### config.mk
export PLATFORM = sky130hd
export DESIGN_NAME = instruction_fetch_stage
export DESIGN_NICKNAME = d
export VERILOG_FILES = /design/src/rtl/mips_pipeline_pkg.sv /design/src/rtl/pc_register.sv /design/src/rtl/instruction_fetch_stage.sv
export SDC_FILE = /design/constraint.sdc
export NUM_CORES = 1
export LEC_CHECK = 0
export BUFFER_PORTS_ARGS = -buffer_cell sky130_fd_sc_hd__buf_2
export CAP_MARGIN = 10
export CORE_MARGIN = 4
export CORE_UTILIZATION = 25
export CTS_CLUSTER_SIZE = 25
export DETAILED_ROUTE_END_ITERATION = 16
export SETUP_SLACK_MARGIN = 0.15
export SYNTH_ARGS = -nofsm -noshare
export SYNTH_HDL_FRONTEND = slang
export SYNTH_HIERARCHICAL = 1
export SYNTH_SLANG_ARGS = --single-unit
### constraint.sdc
create_clock -name clk -period 3.13 [get_ports clk]
set_input_delay 0.1565 -clock clk [delete_from_list [all_inputs] [get_ports clk]]
set_output_delay 0.1565 -clock clk [all_outputs]
set_load 0.05 [all_outputs]
### src/rtl/mips_pipeline_pkg.sv
// Shared fetch-pipeline types and defaults: datapath width, reset PC, bubble instruction
// and the fetch FSM encoding.
package mips_pipeline_pkg;

   localparam int XLEN = 32;

   localparam logic [XLEN-1:0] RESET_PC_DEF  = 32'h0000_0000;
   localparam logic [XLEN-1:0] NOP_INSTR_DEF = 32'h0000_0000;

   typedef enum logic [1:0] {
      ST_BOOT     = 2'd0,
      ST_REQ      = 2'd1,
      ST_WAIT_RSP = 2'd2,
      ST_FULL     = 2'd3
   } fetch_state_e;

   function automatic logic [XLEN-1:0] word_align(input logic [XLEN-1:0] addr);
      return addr & ~XLEN'(3);
   endfunction

endpackage

### src/rtl/pc_register.sv
// Fetch PC register: redirect load wins over sequential +4 increment, otherwise holds.
// Single-cycle update; no backpressure of its own.
module pc_register
   import mips_pipeline_pkg::*;
#(
   parameter logic [XLEN-1:0] RESET_PC = RESET_PC_DEF
) (
   input  logic            clk,
   input  logic            reset,
   input  logic            redirect_vld,
   input  logic [XLEN-1:0] redirect_pc,
   input  logic            inc_vld,
   output logic [XLEN-1:0] pc_o
);

   logic [XLEN-1:0] pc_d, pc_q;

   always_comb begin
      pc_d = pc_q;
      if (redirect_vld) begin
         pc_d = word_align(redirect_pc);
      end else if (inc_vld) begin
         pc_d = pc_q + XLEN'(4);
      end
   end

   always_ff @(posedge clk or negedge reset) begin
      if (!reset) begin
         pc_q <= word_align(RESET_PC);
      end else begin
         pc_q <= pc_d;
      end
   end

   assign pc_o = pc_q;

endmodule

### src/rtl/instruction_fetch_stage.sv
// Fetch stage: one outstanding imem request feeding a registered 1-entry IF/ID buffer.
// Presents data the cycle after rvalid; stall holds the buffer and blocks requests while it is full.
module instruction_fetch_stage
   import mips_pipeline_pkg::*;
#(
   parameter logic [XLEN-1:0] RESET_PC  = RESET_PC_DEF,
   parameter logic [XLEN-1:0] NOP_INSTR = NOP_INSTR_DEF
) (
   input  logic            clk,
   input  logic            reset,
   input  logic            stall,
   input  logic            redirect_valid,
   input  logic [XLEN-1:0] redirect_target,
   output logic            imem_req,
   output logic [XLEN-1:0] imem_addr,
   input  logic            imem_gnt,
   input  logic            imem_rvalid,
   input  logic [XLEN-1:0] imem_rdata,
   output logic [XLEN-1:0] instruction_IF_out,
   output logic [XLEN-1:0] NPC_IF_out,
   output logic            fetch_valid,
   output logic            misalign_err
);

   fetch_state_e    state_d, state_q;
   logic [XLEN-1:0] req_pc_d, req_pc_q;
   logic            discard_d, discard_q;
   logic            buf_vld_d, buf_vld_q;
   logic [XLEN-1:0] instr_d, instr_q;
   logic [XLEN-1:0] npc_d, npc_q;
   logic            misalign_d, misalign_q;

   logic [XLEN-1:0] fetch_pc;
   logic            grant, consume, capture;

   pc_register #(
      .RESET_PC (RESET_PC)
   ) u_pc_register (
      .clk          (clk),
      .reset        (reset),
      .redirect_vld (redirect_valid),
      .redirect_pc  (redirect_target),
      .inc_vld      (grant),
      .pc_o         (fetch_pc)
   );

   // A full buffer that is being held must not be overtaken by a new response.
   assign imem_req  = (state_q == ST_REQ) && !(buf_vld_q && stall);
   assign imem_addr = fetch_pc;
   assign grant     = imem_req && imem_gnt;
   assign consume   = buf_vld_q && !stall;
   assign capture   = (state_q == ST_WAIT_RSP) && imem_rvalid && !discard_q && !redirect_valid;

   always_comb begin
      state_d   = state_q;
      req_pc_d  = req_pc_q;
      discard_d = discard_q;
      case (state_q)
         ST_BOOT: state_d = ST_REQ;
         ST_REQ: begin
            if (grant) begin
               state_d   = ST_WAIT_RSP;
               req_pc_d  = fetch_pc;
               discard_d = redirect_valid;
            end
         end
         ST_WAIT_RSP: begin
            if (imem_rvalid) begin
               discard_d = 1'b0;
               state_d   = (capture && stall) ? ST_FULL : ST_REQ;
            end else if (redirect_valid) begin
               discard_d = 1'b1;
            end
         end
         ST_FULL: begin
            if (redirect_valid || !stall) begin
               state_d = ST_REQ;
            end
         end
         default: state_d = ST_BOOT;
      endcase
   end

   always_comb begin
      buf_vld_d = buf_vld_q;
      instr_d   = instr_q;
      npc_d     = npc_q;
      if (consume) begin
         buf_vld_d = 1'b0;
         instr_d   = NOP_INSTR;
      end
      if (capture) begin
         buf_vld_d = 1'b1;
         instr_d   = imem_rdata;
         npc_d     = req_pc_q + XLEN'(4);
      end
      if (redirect_valid) begin
         buf_vld_d = 1'b0;
         instr_d   = NOP_INSTR;
      end
      misalign_d = redirect_valid && (redirect_target[1:0] != 2'b00);
   end

   always_ff @(posedge clk or negedge reset) begin
      if (!reset) begin
         state_q    <= ST_BOOT;
         req_pc_q   <= RESET_PC;
         discard_q  <= 1'b0;
         buf_vld_q  <= 1'b0;
         instr_q    <= NOP_INSTR;
         npc_q      <= RESET_PC;
         misalign_q <= 1'b0;
      end else begin
         state_q    <= state_d;
         req_pc_q   <= req_pc_d;
         discard_q  <= discard_d;
         buf_vld_q  <= buf_vld_d;
         instr_q    <= instr_d;
         npc_q      <= npc_d;
         misalign_q <= misalign_d;
      end
   end

   assign instruction_IF_out = instr_q;
   assign NPC_IF_out         = npc_q;
   assign fetch_valid        = buf_vld_q;
   assign misalign_err       = misalign_q;

endmodule

==> metrics.txt <==
post-synthesis simple-gate area fraction=between 15 and 20%; Root Driver=clkbuf_16; Worst-Skew Late Latency=around 0.42 ns; outcome=complete, no violations; drt total wl=18,200 um; register area share after synthesis=53.2%; unrepaired setup endpoints after global routing=no; final cycle utilization of the critical path=between 80% and 90%; DIE HEIGHT=165 um; first-pass GRT wire length=approximately 28,000 um; Initial DRC Count=around 350; # nets final=around 880; Mapped Area=around 6200 sq um; initial antenna violation count=0; max-cap violation count=0; Via Count=5,104; CP Capture Type=flip-flop; Initial Utilization=between 20 and 30%; Core ar.=around 24,000 sq um; Hold Path Sink=req_pc_q[23]; peak supply drop=0.320 mV; mux share of post-synthesis cell area=approximately 6.2%; n_diodes=0; Synth top cells by count=dfrtp_1 (131), nand2_1 (77), o21ai_0 (41), mux2_2 (33), a22o_1 (32); area grow syn2layout=39.0%; Seq cells post-synth=approximately 130; reg2reg path depth=10; pwr/cell area=approximately 800 nW/um^2; Max clock buf depth=2; Async S/R FF share, synth=100%; Total GRT Usage=13.4%; CP Launch Type=flip-flop; Final Slew Violations=0; syn_area_per_cell=10.7 sq um; Final setup violation count=0; FF-to-FF Start=state_q[1]; Critical Path AT=about 3 ns; min-delay src=imem_gnt; Critical R2R Capture=u_pc_register/pc_o[28]; H-tree depth=4; DRC viols=0; worst-margin pin slew=~1.2 ns; setup TNS=0 ns; layout cells sized above 1=approximately a third; Critical Setup Path Class=reg2reg; Synth area leader=dfrtp_1; Worst Hold Depth=3; largest net degree at the start of global routing=96; worst setup margin=~0.37 ns; post-route ant nets=0; Clock Sinks=approximately 130; WL/cell=about 16 um; Slew headroom=between 20% and 30%; Compound-Gate Fraction of Synth Area=about an eighth; Post-synth EDFFs=0; number of global-route vias before repair=just over 5,000; clk_skew=~0.0068 ns; DRT Pass-1 Iters=4; Post-Synth Adder-Cell Area=slightly above 1%; gr ovfl total=0; total number of yosys warnings=6; Critical Path Fanout Max=7; Via density=between 4 and 5; Period minus WS final=approximately 2.8 ns; CTS tree=built; top-count cell post-synth=dfrtp_1; Worst Hold Class=in2reg; number of CTS-inserted buffers=17; WP data required=3.43 ns; port buffer count=166; synthesized instance count=between 500 and 600; leak pwr=roughly 4 nW; pre-CTS setup slack=between 0.3 and 0.4 ns; Top FF cell, synth=dfrtp_1; Distinct cells, synth=50; Yosys top cell area share=between 50 and 60%; Hold Vio Cnt, Final=0; Rows=57; largest family of logic cells by synthesized area=simple AND/OR/NAND/NOR gates; clk slew on worst S/H paths=about 0.06 ns; total die area=between 20,000 and 30,000 sq um; post-DP HPWL=between 10,000 and 15,000 um; worst reg2reg setup slack=~0.37 ns; gpl congestion=0.819; synth top area cells=dfrtp_1 (53%), mux2_2 (6.0%), nand2_1 (4.7%); Die Wd=165 um; Peak Freq=363 MHz; Synth Area in XOR/XNOR=~6%; num ports=between 150 and 200
-- flip-flops by register name (all words and copies together), names as in the netlist --
name	cells
req_pc_q	32
NPC_IF_out	32
state_q	2
discard_q	1
u_pc_register/pc_o	30
instruction_IF_out	32
fetch_valid	1
misalign_err	1
-- metrics by stage --
| step | area, sq um | utilization, % | instances | power [mW] | hold slack [ns] |
|---|---|---|---|---|---|
| after detailed placement | 7310 | 30.1 | 1040 | 4.93 | 0.311 |
| after global routing | 8560 | 35.3 | 1136 | 7.36 | 0.0377 |
| after global placement | 7310 | 30.1 | 1040 | 4.89 | 0.301 |
| after floorplan | 6170 | - | 574 | 4.23 | -0.139 |
| after CTS | 8560 | 35.3 | 1136 | 7.03 | 0.00818 |
| final | 8560 | 35.3 | 1136 | 6.94 | 0.0246 |
-- cell type report --
| class | count | area [sq um] |
|---|---|---|
| clock buffer | 18 | 429 |
| multi-input combinational | 399 | 2690 |
| clock inverter | 12 | 159 |
| tap | 324 | 405 |
| sequential | 131 | 3280 |
| inverter | 12 | 45.0 |
| timing repair buffer | 240 | 1560 |
| fill | 2442 | 15700 |
-- how the worst max path moves through the flow --
stage | from | endpoint | slack, ns | cells after the start
final | state_q[1] | u_pc_register/pc_o[28] | 0.37 | 10
after global routing | state_q[1] | u_pc_register/pc_o[28] | 0.20 | 10
after CTS | state_q[1] | u_pc_register/pc_o[19] | 0.33 | 10
after detailed placement | state_q[1] | u_pc_register/pc_o[19] | 0.33 | 10
after global placement | state_q[1] | u_pc_register/pc_o[19] | 0.43 | 10
after floorplan | state_q[1] | u_pc_register/pc_o[28] | 0.23 | 11
-- report_power, final --
part | switching (mW) | leakage (nW) | internal [mW] | total, mW
registers | 0.485 | 1.68 | 2.14 | 2.63
clock network | 0.749 | 0.283 | 1.25 | 2.00
logic | 1.55 | 1.96 | 0.763 | 2.31
total | 2.79 | 3.93 | 4.15 | 6.94
-- cells by family after synthesis --
logic type,after synthesis
simple gates,201
flops,131
compound gates,115
buf+inv,44
xor+xnor,42
mux,34
fa+ha+maj,5
other cells,1
-- metal layers --
metal / wire length [um] / GRT usage [%] / share of wire, % / up-vias
met4: 330 / 4.65 / 1.8 / 0
met3: 1160 / 3.64 / 6.4 / 23
met2: 8320 / 21.2 / 46 / 138
li1: - / - / - / 2531
met1: 8370 / 17.8 / 46 / 2412
met5: 0 / 0 / 0 / -
-- worst max-delay path: stages (launching register included) --
cell	delay, ns
dfrtp_1	0.42
inv_1	0.07
ha_1	0.25
a21boi_4	0.26
nand2_2	0.08
inv_1	0.21
and3_1	0.33
nand3_1	0.29
nor4_1	0.36
xor2_1	0.11
mux2_2	0.27
-- layout by cell type (no fill, tap or decap), types with 10 or more instances in the layout --
cell type and count:
buf_2 165, o21ai_0 41, and3_1 10, mux2_2 33
clkbuf_16 17, xnor2_1 31, inv_1 12, xor2_1 11
nor2_1 24, o31ai_1 12, a31oi_1 15, dfrtp_1 131
a22o_1 32, nand3_1 22, or4_1 12, dlygate4sd3_1 66
nor3_1 11, nand2_1 77
-- what timing repair did --
item | in CTS | in global routing
buffers inserted | 0 | 0
endpoints found under the setup margin | 0 | 2
endpoints found under the hold margin | 156 | 0
hold buffers | 66 | 0
gates resized for setup | 0 | 1
Power figures use the tool's default switching activity.
